## src/rtl/cpu_id_hz.sv

```systemverilog
// PLP instruction decode stage: register file with WB bypass,
// valid/ready handshake, load-use interlock and redirect targets.
package cpu_id_hz_pkg;

  localparam logic [5:0] OP_R    = 6'h00;
  localparam logic [5:0] OP_J    = 6'h02;
  localparam logic [5:0] OP_JAL  = 6'h03;
  localparam logic [5:0] OP_BEQ  = 6'h04;
  localparam logic [5:0] OP_BNE  = 6'h05;
  localparam logic [5:0] OP_ANDI = 6'h0c;
  localparam logic [5:0] OP_ORI  = 6'h0d;
  localparam logic [5:0] OP_LW   = 6'h23;
  localparam logic [5:0] OP_SW   = 6'h2b;
  localparam logic [5:0] F_JR    = 6'h08;
  localparam logic [5:0] F_JALR  = 6'h09;

  typedef enum logic {
    S_RUN,
    S_STALL
  } state_t;

endpackage

module cpu_id_hz
  import cpu_id_hz_pkg::*;
#(
  parameter int XLEN      = 32,
  parameter int NREG      = 32,
  parameter int HAZARD_EN = 1
) (
  input  logic            clk,
  input  logic            rst,
  input  logic            if_valid,
  input  logic [31:0]     if_pc,
  input  logic [31:0]     if_inst,
  output logic            id_ready,
  input  logic            ex_ready,
  input  logic            wb_rfw,
  input  logic [4:0]      wb_rf_waddr,
  input  logic [XLEN-1:0] wb_rf_wdata,
  output logic            p_valid,
  output logic [XLEN-1:0] p_rfa,
  output logic [XLEN-1:0] p_rfb,
  output logic [XLEN-1:0] p_rfbse,
  output logic [4:0]      p_shamt,
  output logic [5:0]      p_func,
  output logic [4:0]      p_rf_waddr,
  output logic [31:0]     p_jalra,
  output logic            p_c_rfw,
  output logic [1:0]      p_c_wbsource,
  output logic            p_c_drw,
  output logic [5:0]      p_c_alucontrol,
  output logic            c_b,
  output logic            c_j,
  output logic [31:0]     baddr,
  output logic [31:0]     jaddr
);

  localparam int AW = (NREG > 1) ? $clog2(NREG) : 1;

  typedef struct packed {
    logic            valid;
    logic [XLEN-1:0] rfa;
    logic [XLEN-1:0] rfb;
    logic [XLEN-1:0] rfbse;
    logic [4:0]      shamt;
    logic [5:0]      func;
    logic [4:0]      waddr;
    logic [31:0]     jalra;
    logic            rfw;
    logic [1:0]      wbsource;
    logic            drw;
    logic [5:0]      alucontrol;
  } id_ex_t;

  logic [XLEN-1:0] rf [NREG];

  id_ex_t p;
  id_ex_t dec;
  state_t state;
  state_t state_nxt;

  logic [5:0]  op;
  logic [4:0]  rs;
  logic [4:0]  rt;
  logic [4:0]  rd;
  logic [4:0]  shamt;
  logic [5:0]  func;
  logic [15:0] imm;

  assign op    = if_inst[31:26];
  assign rs    = if_inst[25:21];
  assign rt    = if_inst[20:16];
  assign rd    = if_inst[15:11];
  assign shamt = if_inst[10:6];
  assign func  = if_inst[5:0];
  assign imm   = if_inst[15:0];

  logic wb_ok;
  logic rs_ok;
  logic rt_ok;
  logic [XLEN-1:0] rs_v;
  logic [XLEN-1:0] rt_v;

  assign wb_ok = wb_rfw && (wb_rf_waddr != 5'd0)
              && ({1'b0, wb_rf_waddr} < 6'(NREG));
  assign rs_ok = (rs != 5'd0) && ({1'b0, rs} < 6'(NREG));
  assign rt_ok = (rt != 5'd0) && ({1'b0, rt} < 6'(NREG));

  // Write-first: a same-cycle WB write wins over the stored value
  always_comb begin
    rs_v = '0;
    rt_v = '0;
    if (rs_ok)
      rs_v = (wb_ok && wb_rf_waddr == rs) ? wb_rf_wdata
                                          : rf[rs[AW-1:0]];
    if (rt_ok)
      rt_v = (wb_ok && wb_rf_waddr == rt) ? wb_rf_wdata
                                          : rf[rt[AW-1:0]];
  end

  always_ff @(posedge clk or negedge rst) begin
    if (!rst) begin
      for (int i = 0; i < NREG; i++)
        rf[i] <= '0;
    end else if (wb_ok) begin
      rf[wb_rf_waddr[AW-1:0]] <= wb_rf_wdata;
    end
  end

  logic is_r;
  logic is_j;
  logic is_jal;
  logic is_beq;
  logic is_bne;
  logic is_lw;
  logic is_sw;
  logic is_zx;
  logic is_jr;
  logic is_jalr;
  logic reads_rt;

  assign is_r     = (op == OP_R);
  assign is_j     = (op == OP_J);
  assign is_jal   = (op == OP_JAL);
  assign is_beq   = (op == OP_BEQ);
  assign is_bne   = (op == OP_BNE);
  assign is_lw    = (op == OP_LW);
  assign is_sw    = (op == OP_SW);
  assign is_zx    = (op == OP_ANDI) || (op == OP_ORI);
  assign is_jr    = is_r && (func == F_JR);
  assign is_jalr  = is_r && (func == F_JALR);
  assign reads_rt = is_r | is_beq | is_bne | is_sw;

  logic [XLEN-1:0] imm_x;
  logic [1:0]      wbs;
  logic [4:0]      waddr;

  assign imm_x = is_zx ? {{(XLEN-16){1'b0}}, imm}
                       : {{(XLEN-16){imm[15]}}, imm};

  always_comb begin
    wbs = 2'd0;
    unique case (1'b1)
      is_lw:              wbs = 2'd1;
      (is_jal | is_jalr): wbs = 2'd2;
      default:            wbs = 2'd0;
    endcase
  end

  always_comb begin
    waddr = rt;
    unique case (1'b1)
      is_r:    waddr = rd;
      is_jal:  waddr = 5'd31;
      default: waddr = rt;
    endcase
  end

  always_comb begin
    dec            = '0;
    dec.valid      = 1'b1;
    dec.rfa        = rs_v;
    dec.rfb        = rt_v;
    dec.rfbse      = is_r ? rt_v : imm_x;
    dec.shamt      = shamt;
    dec.func       = func;
    dec.waddr      = waddr;
    dec.jalra      = if_pc + 32'd8;
    dec.rfw        = ~(is_beq | is_bne | is_sw | is_j);
    dec.wbsource   = wbs;
    dec.drw        = is_sw;
    dec.alucontrol = op;
  end

  logic [31:0] pc4;
  logic        taken;
  logic        jump;

  assign pc4   = if_pc + 32'd4;
  assign baddr = pc4 + {{14{imm[15]}}, imm, 2'b00};
  assign jaddr = (is_jr | is_jalr) ? rs_v[31:0]
                                   : {pc4[31:28], if_inst[25:0], 2'b00};
  assign taken = (is_beq & (rs_v == rt_v)) | (is_bne & (rs_v != rt_v));
  assign jump  = is_j | is_jal | is_jr | is_jalr;

  logic hz;
  logic accept;

  // A load in EX whose result this instruction needs forces one bubble
  assign hz = (HAZARD_EN != 0) && p.valid && (p.wbsource == 2'd1)
           && (p.waddr != 5'd0)
           && ((p.waddr == rs) || ((p.waddr == rt) && reads_rt));

  assign id_ready = rst & ex_ready
                  & ~((state == S_RUN) & hz & if_valid);
  assign accept   = if_valid & id_ready;
  assign c_b      = accept & taken;
  assign c_j      = accept & jump;

  always_comb begin
    state_nxt = state;
    unique case (state)
      S_RUN:   if (if_valid & hz & ex_ready) state_nxt = S_STALL;
      S_STALL: if (ex_ready) state_nxt = S_RUN;
      default: state_nxt = S_RUN;
    endcase
  end

  always_ff @(posedge clk or negedge rst) begin
    if (!rst) state <= S_RUN;
    else      state <= state_nxt;
  end

  always_ff @(posedge clk or negedge rst) begin
    if (!rst)          p <= '0;
    else if (ex_ready) p <= accept ? dec : '0;
  end

  assign p_valid        = p.valid;
  assign p_rfa          = p.rfa;
  assign p_rfb          = p.rfb;
  assign p_rfbse        = p.rfbse;
  assign p_shamt        = p.shamt;
  assign p_func         = p.func;
  assign p_rf_waddr     = p.waddr;
  assign p_jalra        = p.jalra;
  assign p_c_rfw        = p.rfw;
  assign p_c_wbsource   = p.wbsource;
  assign p_c_drw        = p.drw;
  assign p_c_alucontrol = p.alucontrol;

endmodule

```

## config.mk

```make
export PLATFORM = sky130hd
export DESIGN_NAME = cpu_id_hz
export DESIGN_NICKNAME = d
export VERILOG_FILES = /design/src/rtl/cpu_id_hz.sv
export SDC_FILE = /design/constraint.sdc
export NUM_CORES = 2
export LEC_CHECK = 0
export BUFFER_PORTS_ARGS = -buffer_cell sky130_fd_sc_hd__buf_4
export CELL_PAD_IN_SITES_DETAIL_PLACEMENT = 1
export CELL_PAD_IN_SITES_GLOBAL_PLACEMENT = 2
export CORE_MARGIN = 2
export CORE_UTILIZATION = 46
export CTS_BUF_LIST = sky130_fd_sc_hd__clkbuf_8
export CTS_CLUSTER_DIAMETER = 120
export DETAILED_ROUTE_END_ITERATION = 16
export PLACE_DENSITY_LB_ADDON = 0.15
export SLEW_MARGIN = 20
export SYNTH_ARGS = -nofsm -noshare
export SYNTH_HDL_FRONTEND = slang
export SYNTH_SLANG_ARGS = --single-unit
```

## constraint.sdc

```tcl
create_clock -name clk -period 3.5 [get_ports clk]
set_input_delay 0 -clock clk [delete_from_list [all_inputs] [get_ports clk]]
set_output_delay 0 -clock clk [all_outputs]
set_load 0.005 [all_outputs]
```

==> results.yml <==
sta:
  finalCritPeriodShare_pct: 138.2
  max_slew_margin_pct: 26.38
  skew_ns: 0.04727
  setup_slack_ns: -1.336
  worst_slew_pin_slew_ns: 1.104
  finalHoldViolCount: 0
  period_needed_ns: 4.836
  drv_slew: 0
  whs_ns: 0.02913
  setup_viol: 13
  rsz0062_at_grt: "yes"
  timing.fmax_ghz: 0.2068
synth:
  synth_fp_nets: 4842
  yosysMostFrequentCell: "dfrtp_1"
  yosysTopAreaCell: "dfrtp_1"
  async_flop_share_pct: 100.0
  yosysWarnings: 0
  ys_seq_area_share_pct: 46.13
  ys_ff_latch: 1180
  yosysTopAreaCellShare_pct: 46.13
  syn_inst: 4701
  synth_edf_count: 0
  synth_area_leaders: "dfrtp_1 46%, mux2_2 17%, mux4_2 14%, mux2i_1 2.7%, clkbuf_1 1.9%"
  ys_top_cells_by_count: "1180 x dfrtp_1, 950 x mux2_2, 391 x mux4_2"
  synthesis.area_sq_um: 64010
  synth_ff_type: "dfrtp_1"
  synth_cell_types: 82
  post_synth.cell_area_avg_sq_um: 13.62
setup_path:
  cp.arrival_ns: 4.84
  critical_path_required_ns: 3.50
  r2r-start: "p_rf_waddr[1]"
  criticalPathCategory: "flip-flop to output pin"
  reg2reg_slack_ns: 0.36
  ff2ff_path_depth: 8
  setup.worst_path.end_class: "output pin"
  rr_endpoint: "p_jalra[4]"
  cp_max_fo: 2
  cp-start-kind: "flip-flop"
worst_hold_path:
  min_path_cells: 4
  worstHoldStart: "if_pc[18]"
  min_path_type: "input port to flip-flop"
  whs_endpoint: "p_jalra[18]"
die:
  row_count: 136
  die_h_um: 377.0
  core_region_area_sq_um: 137800
  initial_utilization_pct: 46.44
  dieArea_sq_um: 142100
  boundaryPins: 328
  die_x_um: 377.0
place:
  numPortBuffers: 327
  place_inst: 6834
  gp_congestion: 0.8906
  dp_slack_ns: -1.157
  hpwl_um: 169800
drt:
  wl_per_cell_um: 35.10
  drt-total-wl_um: 259500
  viasPerCell: 6.598
  drtIter0Drc: 5195
  via_count: 48770
  drc: 0
  drt_pass1_iterations: 5
  detail-route-antenna-nets: 0
global_route:
  overflow: 0
  grt_usage_pct: 36.52
  grt_pass1_vias: 50900
  grt_max_degree: 158
  grt_pass1_wl_um: 374600
  antenna_found_initial: 13
clock_tree:
  path_clk_slew_ns: 0.06
  clock_latency_ns: 0.96
  h-tree-depth: 4
  cts-root-buf: "clkbuf_8"
  cts_tree: "built"
  clockBufferDepth: 3
  numCtsBuffers: 206
  cts_sinks: 1180
flow_run:
  max-cap-violations: 0
pwr:
  totalPowerFinal_mw: 40.11
  p_leak_nw: 34.87
  vdd.ir_drop.worst_mv: 0.3686
  powerDensity_nw_per_um2: 517.1
final_layout:
  post-route-util_pct: 56.28
  fin_cells: 7392
  areaGrowthSynthToFinish_pct: 21.20
  layout-drive-gt1-share_pct: 46.64
  fin_nets: 5575
run_status:
  status: "finished, violations left"
  violations: "setup timing"
-- sequential cells by signal, summed over array words and instances (netlist names), 2 cells and up --
| register | count |
|---|---|
| p_rfb | 32 |
| p_rf_waddr | 5 |
| p_rfa | 32 |
| p_func | 6 |
| p_shamt | 5 |
| p_rfbse | 32 |
| p_c_alucontrol | 6 |
| rf | 1024 |
| p_c_wbsource | 2 |
| p_jalra | 32 |
-- cell type report --
class | count | area, sq um
multi-input cells | 3008 | 32540
flip-flops and latches | 1180 | 29530
fillers | 13410 | 60260
clock buffers | 257 | 3537
diodes | 8 | 20.02
clock inverters | 107 | 506.7
repair buffers | 1011 | 9089
inverters | 27 | 103.9
well taps | 1794 | 2245
-- routing by layer --
metal	GRT usage (%)	wire (um)	vias to the layer above	part of all wire [%]
li1	-	-	19580	-
met2	56.30	118000	2501	45
met1	49.34	106200	26050	41
met3	8.816	23170	636	8.9
met5	0	44	-	0.017
met4	15.68	12120	6	4.7
-- cell families after synthesis --
group	synth area share, %
AOI/OAI and AO/OA	8.550
adders and majority gates	0.6959
muxes	34.60
xor gates and xnor gates	1.697
buffers and inverters	3.978
and+or+nand+nor	4.347
DFF	46.13
-- report_power, final --
| group | internal (mW) | switching [mW] |
|---|---|---|
| Combinational | 5.26 | 4.29 |
| Clock | 6.64 | 6.08 |
| Sequential | 16.0 | 1.84 |
-- cells in the final DEF (no fill, tap or decap), drive strengths merged, types with 25 or more instances in the layout --
cell type | Yosys | layout
dfrtp | 1180 | 1180
mux2 | 950 | 950
buf | 154 | 840
mux4 | 426 | 426
clkbuf | 332 | 261
nand2 | 231 | 231
mux2i | 172 | 172
dlygate4sd3 | 0 | 161
a22oi | 127 | 127
o21ai | 116 | 116
inv | 25 | 114
a22o | 110 | 110
nor2 | 79 | 79
xnor2 | 76 | 76
o2bb2ai | 68 | 68
a21oi | 67 | 67
nand3 | 61 | 61
nand4 | 51 | 51
xor2 | 48 | 48
o221ai | 34 | 34
ha | 34 | 34
and3 | 31 | 31
o22a | 27 | 27
and2 | 25 | 25
-- metrics by stage --
step | instance area (sq um) | TNS [ns]
floorplan | 64010 | 0
global placement | 71310 | -1.315
detailed placement | 71310 | -1.366
CTS | 77320 | -6.310
global route | 77570 | -7.972
finish | 77570 | -5.023
-- worst max-delay path by stage --
stage                           start        end  slack [ns]  cells past startpoint
after global placement    if_inst[21]        c_b       -1.10                     15
after detailed placement  if_inst[21]        c_b       -1.16                     15
final                          rf[74]        c_b       -1.34                     13
after floorplan              if_pc[3]  baddr[31]        0.21                     19
after CTS                     rf[269]        c_b       -1.25                     12
after global routing           rf[10]        c_b       -1.40                     13
-- worst max-delay path: stages, from the launching register on --
cell	delay (ns)
dfrtp_1	0.38
buf_4	0.14
mux4_1	0.50
mux2_2	0.32
a221oi_2	0.27
o32ai_2	0.14
xor2_2	0.21
a2111oi_4	0.35
nand4b_1	0.28
buf_6	0.22
nor4_4	0.53
buf_4	0.24
mux2i_1	0.19
buf_4	0.13
-- timing repair --
action                                   CTS  global route
resized for setup                         34            68
endpoints found under the setup margin     6            20
setup buffers                             10             5
pin swaps                                 13            35
hold buffers                             173             1
hold endpoints to repair                1815             2
No activity file was read; power rests on OpenSTA's default activity.
